<file path="src/rtl/hazard_ctrl_if.sv">
// Hazard controller bus: pipeline-stage register info in, stall/flush/forward controls out.
// The controller takes the slave modport; the pipeline/bench drives through master.
interface hazard_ctrl_if #(
  parameter int XLEN  = 32,
  parameter int CNT_W = 16
);
  logic [4:0]       rs1_id, rs2_id;
  logic             use_rs1_id, use_rs2_id;
  logic [4:0]       rd_ex;
  logic             mem2reg_ex;
  logic [4:0]       rd_mem, rd_wb;
  logic             regwr_mem, regwr_wb;
  logic             branch_mem;
  logic [XLEN-1:0]  target_mem;
  logic             mem_busy;
  logic [1:0]       forward_rs1, forward_rs2;
  logic             stall_pc, bubble_ex, flush, freeze;
  logic [XLEN-1:0]  pc_out;
  logic [CNT_W-1:0] cnt_stall, cnt_flush;

  modport slave (
    input  rs1_id, rs2_id, use_rs1_id, use_rs2_id, rd_ex, mem2reg_ex,
           rd_mem, rd_wb, regwr_mem, regwr_wb, branch_mem, target_mem, mem_busy,
    output forward_rs1, forward_rs2, stall_pc, bubble_ex, flush, freeze,
           pc_out, cnt_stall, cnt_flush
  );

  modport master (
    output rs1_id, rs2_id, use_rs1_id, use_rs2_id, rd_ex, mem2reg_ex,
           rd_mem, rd_wb, regwr_mem, regwr_wb, branch_mem, target_mem, mem_busy,
    input  forward_rs1, forward_rs2, stall_pc, bubble_ex, flush, freeze,
           pc_out, cnt_stall, cnt_flush
  );
endinterface

</file>
<file path="src/rtl/hazard_ctrl.sv">
// 5-stage pipeline hazard controller: operand forwarding, load-use stalls,
// taken-branch flushes, memory freeze, fetch PC and saturating perf counters.
module hazard_ctrl #(
  parameter int              XLEN        = 32,
  parameter logic [XLEN-1:0] RESET_PC    = '0,
  parameter int              FLUSH_DEPTH = 2,
  parameter int              LOAD_LAT    = 1,
  parameter int              CNT_W       = 16
) (
  input logic          clk,
  input logic          clr,
  hazard_ctrl_if.slave bus
);
  typedef enum logic [1:0] {RUN, STALL, FLUSH} state_t;

  localparam logic [2:0] FL_REM = 3'(FLUSH_DEPTH - 1);
  localparam logic [2:0] LD_REM = 3'(LOAD_LAT - 1);

  state_t           state;
  logic [2:0]       rem;
  logic [XLEN-1:0]  pc;
  logic [CNT_W-1:0] cnt_stall, cnt_flush;

  logic load_use, accept_br, stall, active;

  function automatic logic [1:0] fwd(input logic [4:0] rs, input logic wm, input logic [4:0] rdm,
                                     input logic ww, input logic [4:0] rdw);
    if (wm && rdm == rs && rs != 5'd0)      return 2'b10;
    else if (ww && rdw == rs && rs != 5'd0) return 2'b01;
    else                                    return 2'b00;
  endfunction

  assign load_use = bus.mem2reg_ex && bus.rd_ex != 5'd0 &&
                    ((bus.use_rs1_id && bus.rd_ex == bus.rs1_id) ||
                     (bus.use_rs2_id && bus.rd_ex == bus.rs2_id));

  // active: a cycle in which the pipeline actually moves
  assign active    = !clr && !bus.mem_busy;
  assign accept_br = active && bus.branch_mem && state != FLUSH;
  assign stall     = active && !accept_br &&
                     (state == STALL || (state == RUN && load_use));

  assign bus.forward_rs1 = clr ? 2'b00 : fwd(bus.rs1_id, bus.regwr_mem, bus.rd_mem, bus.regwr_wb, bus.rd_wb);
  assign bus.forward_rs2 = clr ? 2'b00 : fwd(bus.rs2_id, bus.regwr_mem, bus.rd_mem, bus.regwr_wb, bus.rd_wb);
  assign bus.freeze      = !clr && bus.mem_busy;
  assign bus.flush       = clr || accept_br || (active && state == FLUSH);
  assign bus.stall_pc    = stall;
  assign bus.bubble_ex   = stall;
  assign bus.pc_out      = pc;
  assign bus.cnt_stall   = cnt_stall;
  assign bus.cnt_flush   = cnt_flush;

  always_ff @(posedge clk) begin
    if (clr) begin
      state     <= RUN;
      rem       <= 3'd0;
      pc        <= RESET_PC;
      cnt_stall <= '0;
      cnt_flush <= '0;
    end else if (!bus.mem_busy) begin
      if (accept_br) begin
        pc <= {bus.target_mem[XLEN-1:2], 2'b00};
        if (cnt_flush != '1) cnt_flush <= cnt_flush + 1'b1;
        if (FLUSH_DEPTH > 1) begin
          state <= FLUSH;
          rem   <= FL_REM;
        end else begin
          state <= RUN;
          rem   <= 3'd0;
        end
      end else if (stall) begin
        if (cnt_stall != '1) cnt_stall <= cnt_stall + 1'b1;
        if (state == RUN) begin
          if (LOAD_LAT > 1) begin
            state <= STALL;
            rem   <= LD_REM;
          end
        end else if (rem <= 3'd1) begin
          state <= RUN;
          rem   <= 3'd0;
        end else begin
          rem <= rem - 3'd1;
        end
      end else begin
        pc <= pc + XLEN'(4);
        case (state)
          FLUSH: begin
            if (rem <= 3'd1) begin
              state <= RUN;
              rem   <= 3'd0;
            end else begin
              rem <= rem - 3'd1;
            end
          end
          default: ;
        endcase
      end
    end
  end
endmodule

</file>
<file path="src/flat_wrapper.sv">
// flat-port wrapper written by rule: the top's interface ports become plain ports
module hazard_ctrl_flat 
#(
  parameter int              XLEN        = 32,
  parameter logic [XLEN-1:0] RESET_PC    = '0,
  parameter int              FLUSH_DEPTH = 2,
  parameter int              LOAD_LAT    = 1,
  parameter int              CNT_W       = 16
)
  (clk, clr, bus_rs1_id, bus_rs2_id, bus_use_rs1_id, bus_use_rs2_id, bus_rd_ex, bus_mem2reg_ex, bus_rd_mem, bus_rd_wb, bus_regwr_mem, bus_regwr_wb, bus_branch_mem, bus_target_mem, bus_mem_busy, bus_forward_rs1, bus_forward_rs2, bus_stall_pc, bus_bubble_ex, bus_flush, bus_freeze, bus_pc_out, bus_cnt_stall, bus_cnt_flush);
  hazard_ctrl_if #(.XLEN(XLEN), .CNT_W(CNT_W)) bus_i ();
  input logic clk;
  input logic clr;
  input wire logic [$bits(bus_i.rs1_id)-1:0] bus_rs1_id;
  input wire logic [$bits(bus_i.rs2_id)-1:0] bus_rs2_id;
  input wire logic [$bits(bus_i.use_rs1_id)-1:0] bus_use_rs1_id;
  input wire logic [$bits(bus_i.use_rs2_id)-1:0] bus_use_rs2_id;
  input wire logic [$bits(bus_i.rd_ex)-1:0] bus_rd_ex;
  input wire logic [$bits(bus_i.mem2reg_ex)-1:0] bus_mem2reg_ex;
  input wire logic [$bits(bus_i.rd_mem)-1:0] bus_rd_mem;
  input wire logic [$bits(bus_i.rd_wb)-1:0] bus_rd_wb;
  input wire logic [$bits(bus_i.regwr_mem)-1:0] bus_regwr_mem;
  input wire logic [$bits(bus_i.regwr_wb)-1:0] bus_regwr_wb;
  input wire logic [$bits(bus_i.branch_mem)-1:0] bus_branch_mem;
  input wire logic [$bits(bus_i.target_mem)-1:0] bus_target_mem;
  input wire logic [$bits(bus_i.mem_busy)-1:0] bus_mem_busy;
  output wire logic [$bits(bus_i.forward_rs1)-1:0] bus_forward_rs1;
  output wire logic [$bits(bus_i.forward_rs2)-1:0] bus_forward_rs2;
  output wire logic [$bits(bus_i.stall_pc)-1:0] bus_stall_pc;
  output wire logic [$bits(bus_i.bubble_ex)-1:0] bus_bubble_ex;
  output wire logic [$bits(bus_i.flush)-1:0] bus_flush;
  output wire logic [$bits(bus_i.freeze)-1:0] bus_freeze;
  output wire logic [$bits(bus_i.pc_out)-1:0] bus_pc_out;
  output wire logic [$bits(bus_i.cnt_stall)-1:0] bus_cnt_stall;
  output wire logic [$bits(bus_i.cnt_flush)-1:0] bus_cnt_flush;
  assign bus_i.rs1_id = bus_rs1_id;
  assign bus_i.rs2_id = bus_rs2_id;
  assign bus_i.use_rs1_id = bus_use_rs1_id;
  assign bus_i.use_rs2_id = bus_use_rs2_id;
  assign bus_i.rd_ex = bus_rd_ex;
  assign bus_i.mem2reg_ex = bus_mem2reg_ex;
  assign bus_i.rd_mem = bus_rd_mem;
  assign bus_i.rd_wb = bus_rd_wb;
  assign bus_i.regwr_mem = bus_regwr_mem;
  assign bus_i.regwr_wb = bus_regwr_wb;
  assign bus_i.branch_mem = bus_branch_mem;
  assign bus_i.target_mem = bus_target_mem;
  assign bus_i.mem_busy = bus_mem_busy;
  assign bus_forward_rs1 = bus_i.forward_rs1;
  assign bus_forward_rs2 = bus_i.forward_rs2;
  assign bus_stall_pc = bus_i.stall_pc;
  assign bus_bubble_ex = bus_i.bubble_ex;
  assign bus_flush = bus_i.flush;
  assign bus_freeze = bus_i.freeze;
  assign bus_pc_out = bus_i.pc_out;
  assign bus_cnt_stall = bus_i.cnt_stall;
  assign bus_cnt_flush = bus_i.cnt_flush;
  hazard_ctrl #(.XLEN(XLEN), .RESET_PC(RESET_PC), .FLUSH_DEPTH(FLUSH_DEPTH), .LOAD_LAT(LOAD_LAT), .CNT_W(CNT_W)) u_core (.clk(clk), .clr(clr), .bus(bus_i));
endmodule
</file>
<file path="config.mk">
export PLATFORM = sky130hd
export DESIGN_NAME = hazard_ctrl_flat
export DESIGN_NICKNAME = d
export VERILOG_FILES = /design/src/rtl/hazard_ctrl_if.sv /design/src/rtl/hazard_ctrl.sv /design/src/flat_wrapper.sv
export SDC_FILE = /design/constraint.sdc
export NUM_CORES = 1
export LEC_CHECK = 0
export CAP_MARGIN = 20
export CELL_PAD_IN_SITES_DETAIL_PLACEMENT = 2
export CELL_PAD_IN_SITES_GLOBAL_PLACEMENT = 2
export CORE_MARGIN = 10
export CORE_UTILIZATION = 23
export DETAILED_ROUTE_END_ITERATION = 7
export HOLD_SLACK_MARGIN = 0.02
export PLACE_DENSITY = 0.86
export SLEW_MARGIN = 20
export SYNTH_ARGS = -nofsm -noshare
export SYNTH_HDL_FRONTEND = slang
export SYNTH_SLANG_ARGS = --single-unit
</file>
<file path="constraint.sdc">
create_clock -name clk -period 2.2 [get_ports clk]
set_input_delay 0.55 -clock clk [delete_from_list [all_inputs] [get_ports clk]]
set_output_delay 0.55 -clock clk [all_outputs]
set_load 0.1 [all_outputs]
</file>
======== After elaboration in Yosys (flattened, before gate mapping) ========
Index checks and enable logic that the tools add are counted.
storage, ports and cells
  RAM bits ................................ 0
  latch bits .............................. 0
  register bits after elaboration ......... 69
  output and inout bits ................... 72
  input bits .............................. 66
  bits in read-only memories .............. 0
  memories ................................ 0
  word-level logic and storage cells ...... 79
cells by class
  reduce and logical (&&, ||, !) cells .... 36
  multiplexer cells ....................... 18
  equality and inequality tests ........... 13
  shift-type cells ........................ 0
  bitwise gates (word level) .............. 2
  $lt $le $gt $ge ......................... 1
  div/mod/pow operators ................... 0
  $add $sub $neg .......................... 4
  multipliers ............................. 0
operators by type and width
  operator                 number
  $mux W32                 2
  $add A16 B1 Y16 const B  2
  $add A32 B3 Y32 const B  1
  $ne A16 B16 Y1 const B   2
  $eq A5 B5 Y1             6
  $logic_and A1 B1 Y1      20
  $mux W2                  9
  $mux W3                  5
  $reduce_bool A5 Y1       3
  $reduce_and A3 Y1        2
  $logic_or A1 B1 Y1       4
  $reduce_and A4 Y1        1
  $le A3 B1 Y1 const B     1
  $logic_not A1 Y1         3
  $ne A3 B2 Y1 const B     1
  $reduce_bool A3 Y1       1
  $sub A3 B1 Y3 const B    1
  $eq A2 B1 Y1 const B     1
  $eq A2 B2 Y1 const B     1
  $logic_not A2 Y1         1
  $mux W1                  2
  $ne A2 B1 Y1 const B     1
  $ne A2 B2 Y1 const B     1
  $not A1 Y1               2
  $reduce_and A2 Y1        1

======== Longest topological paths before layout ========
  depth in word-level cells ............... 9
  depth in mapped cells ................... 8
  mapped depth without buffers ............ 7

======== Worst setup path before layout ========
Ideal clock, no wire load.
  path type ............................... input to output
  from .................................... input bus_rs1_id[1]
  to ...................................... output bus_forward_rs1[0]
  stages on the path ...................... 4
  arrival ................................. 4.158 ns
  slack ................................... -2.508 ns
  buffers on the path ..................... 0
  required time ........................... 1.650 ns
  cells stage by stage .................... or4_1 > nor2_1 > nor4_1 > nor4_1
on the way
  longest elaborated chain between the ends .. 6
  elaborated cells between the ends (all ways) .. 10
  classes of those cells .................. eq/ne: 2; mux: 3; reduce/logical: 5
RTL lines
  what                              RTL line            text
  start: declaration                flat_wrapper.sv:14  input wire logic [$bits(bus_i.rs1_id)-1:0] bus_rs1_id;
  $eq A5 B5 Y1                      hazard_ctrl.sv:29   else if (ww && rdw == rs && rs != 5'd0) return 2'b01;
  $logic_and A1 B1 Y1 (2 in a row)  hazard_ctrl.sv:29
  $mux W1                           hazard_ctrl.sv:29
  $mux W2 (*)                       hazard_ctrl.sv:28   if (wm && rdm == rs && rs != 5'd0) return 2'b10;
  $mux W2 (*)                       hazard_ctrl.sv:43   assign bus.forward_rs1 = clr ? 2'b00 : fwd(bus.rs1_id, bus.regwr_mem, bus.rd_mem, bus.regwr_wb, bus.rd_wb);
  end: declaration                  flat_wrapper.sv:27  output wire logic [$bits(bus_i.forward_rs1)-1:0] bus_forward_rs1;
Mark *: on every way between the ends. The rest lies on a longest branch, timed or not.

======== Final worst setup path ========
  from .................................... input bus_rs1_id[0]
  to ...................................... output bus_bubble_ex
on the way
  longest elaborated chain between the ends .. 7
RTL lines
  what                 RTL line            text
  $eq A5 B5 Y1         hazard_ctrl.sv:34   ((bus.use_rs1_id && bus.rd_ex == bus.rs1_id) ||
  $logic_and A1 B1 Y1  hazard_ctrl.sv:34
  $logic_or A1 B1 Y1   hazard_ctrl.sv:34
  $logic_and A1 B1 Y1  hazard_ctrl.sv:33   assign load_use = bus.mem2reg_ex && bus.rd_ex != 5'd0 &&
  $logic_and A1 B1 Y1  hazard_ctrl.sv:41   (state == STALL || (state == RUN && load_use));
  $logic_or A1 B1 Y1   hazard_ctrl.sv:41
  $logic_and A1 B1 Y1  hazard_ctrl.sv:40   assign stall = active && !accept_br &&
  end: declaration     flat_wrapper.sv:30  output wire logic [$bits(bus_i.bubble_ex)-1:0] bus_bubble_ex;
No other way between the ends.

==> metrics.md <==
| Metric | Value |
|---|---|
| Area grow syn2layout | 76.8% |
| Max Freq | 0.398 GHz |
| Post-Layout Cell Count | around 980 |
| Max Cap Viol | 0 |
| Critical-path cell list | clkdlybuf4s15_1 > xnor2_1 > nand4_1 > o22a_2 > nor2_4 > buf_12 |
| TritonCTS clock tree | yes |
| Leakage | ~2.8 nW |
| Die ar. | 23700 um2 |
| Grt total ovfl | 0 |
| Critical-path top delay cell | o22a_2 |
| First-pass GRT wire length | 33.7 mm |
| Chip Width | around 150 um |
| Deepest clock path buffer count | 2 |
| Yosys reg bits | 66 |
| Ant diodes | 0 |
| RSZ-0062 raised after global routing | true |
| Worst setup SP type | input port |
| Core Region | 17400 um2 |
| Netlist cell types | 64 |
| Residual antenna-violating net count after detailed routing | 0 |
| Cts hold-fix bufs | 0 |
| Tot GR Track Use | 17.6% |
| Setup CP Type | in2out |
| Hold slack | approximately 0.5 ns |
| Commonest cells after routing, fill and taps aside | buf_4 (137), nand2_1 (65), nor2_1 (40) |
| TritonRoute pass-1 iters | 4 |
| Initial core utilization | 23.6% |
| Port Buffers | roughly 130 |
| Critical Path End Type | primary output |
| Final instance area | between 7000 and 8000 um2 |
| Final WL | about 24 mm |
| Power per standard cell area | about 490 nW/um2 |
| Num CTS Buffers | 9 |
| Root Buffer | clkbuf_16 |
| Sequential fraction of the synthesis area | between 30% and 40% |
| Drt drc | 0 |
| Final #Nets | 819 |
| Number of synthesized flops with an enable pin | 0 |
| Row cnt | 48 |
| DPL Wire Length | 15.4 mm |
| Via/cell ratio | 5.34 |
| Clk Latency, worst-skew pair | 0.35 ns |
| Final worst setup slack | -0.315 ns |
| Failing checks | negative setup slack |
| Initial antenna violation count | 1 |
| Initial DRC count | between 200 and 250 |
| Synthesized area | ~4100 um2 |
| Ys flop type | dfxtp_1 |
| Vias in the first global route | 5758 |
| Peak supply drop | around 0.43 mV |
| Overall Power | between 3 and 4 mW |
| Hold Path Stages | 2 |
| CP Data Arrival Time | roughly 2 ns |
| Synth Instances | around 530 |
| Max incr delay on CP | 0.31 ns |
| Final setup fails | 14 |
| Wire length per cell | between 20 and 25 um |
| Hold Fails Final Rpt | 0 |
| Critical path fanouts, max | 3 |
| Slew Viols, Final | 0 |
| Clock sink total | 66 |
| Largest net degree at the start of global routing | 30 |
| CTS H-Tree Depth | 3 |
| Worst hold path type | reg2reg |
| Reg clk slew, reported paths | roughly 0.06 ns |
| Die height | ~150 um |
| Crit path required time | about 1.7 ns |
| GP Congestion | 0.898 |
| Avg Cell Area, Syn | 7.83 um2 |
| Via count | 5222 |
| IO Count | roughly 140 |
| Most common cell after layout, fill and taps aside | buf_4 |
| Ys Warns | 0 |
| Final Cycle Share | 114% |
| Dpl cell area | 6320 um2 |
| DP Cell Count | a little over 900 |
| Outcome | finished, violations left |
| Min Tclk post-route | 2.52 ns |
| Register-to-Register Path Depth | 7 |
| DP Worst Slack | -0.724 ns |
| Ratio of cells with drive above 1 in the final layout | 45.3% |
| Max Clock Skew | 0.00759 ns |
| Async set or reset register ratio after synthesis | 0% |
## kinds of logic after synthesis
group                    after synthesis  share of synthesized area, %
AND/OR/NAND/NOR                      234                          30.4
AO/OA/AOI/OAI                        135                          21.5
flip-flops                            66                          32.1
XOR/XNOR                              47                          10.0
buffers and inverters                 35                          3.74
adder cells (fa/ha/maj)                5                          1.52
multiplexers                           3                         0.729
other                                  1                        0.0911
## path summary, 6_finish.rpt
| kind | slack, ns | endpoint | startpoint |
|---|---|---|---|
| worst max register to register | 0.03 | u_core.bus.pc_out[31]$_SDFFE_PP0P_ | u_core.bus.pc_out[2]$_SDFFE_PP0P_ |
| worst min-delay path | 0.50 | u_core.bus.cnt_stall[4]$_SDFFE_PP0P_ | u_core.bus.cnt_stall[4]$_SDFFE_PP0P_ |
| worst min register to register | 0.50 | u_core.bus.cnt_stall[4]$_SDFFE_PP0P_ | u_core.bus.cnt_stall[4]$_SDFFE_PP0P_ |
| worst max-delay path | -0.32 | bus_bubble_ex | bus_rs1_id[0] |
## layout make-up
type,instances,area [um2]
fill,1880,10100
sequential,66,1400
clock inverter,7,53.8
tap,225,282
clock buffer,9,225
inverter,10,37.5
multi-input combinational,427,3100
timing repair buffer,234,2180
## cell usage after synthesis (all sizes together), types with 10 or more instances
master / n / share of area [%]
a21oi: 48 / 6.1
and3: 15 / 2.3
clkbuf: 17 / 1.5
dfxtp: 66 / 32
inv: 10 / 0.91
nand2: 68 / 6.2
nand3: 24 / 2.9
nand4: 28 / 5.3
nor2: 45 / 4.1
nor3: 12 / 1.6
o21ai: 29 / 3.6
xnor2: 29 / 6.2
xor2: 18 / 3.8
## worst max-delay path: cells and delay by family
kind | cells | cell delay, ns
AND/OR/NAND/NOR | 2 | 0.38
buffers and inverters | 2 | 0.47
XOR/XNOR | 1 | 0.23
AO/OA/AOI/OAI | 1 | 0.31
## registers in the layout, indices dropped and copies added, names as in the netlist
name and cells:
u_core.bus.cnt_stall 16, u_core.bus.pc_out 30, u_core.bus.cnt_flush 16, u_core.rem 3
u_core.state 1
## per-stage QoR
step	TNS, ns	util, %
finish	-1.74	41.8
global route	-3.45	41.8
CTS	-1.67	40.0
detailed placement	-30.67	36.3
global placement	-23.93	36.3
floorplan	-2.09	-
## repair_timing
item | 4_1_cts | 5_1_grt
endpoints found under the setup margin | 54 | 47
pin swaps | 28 | 44
gates cloned | 1 | 3
setup buffers | 23 | 14
endpoints found under the hold margin | 0 | 0
gates resized for setup | 127 | 60
## routing by layer
| metal | global-route usage, % | vias up | routed length (um) | share of wire (%) |
|---|---|---|---|---|
| met3 | 5.61 | 58 | 1290 | 5.5 |
| met2 | 33.0 | 151 | 12400 | 53 |
| met5 | 0 | - | 7 | 0.030 |
| li1 | - | 2386 | - | - |
| met1 | 18.3 | 2625 | 8980 | 38 |
| met4 | 5.13 | 2 | 899 | 3.8 |
## where the power goes
group / switching, mW / internal [mW]
sequential: 0.0453 / 1.22
clock: 0.644 / 0.771
combinational: 0.504 / 0.353
total: 1.19 / 2.34
Note: power is estimated with default switching activity, not from simulation.
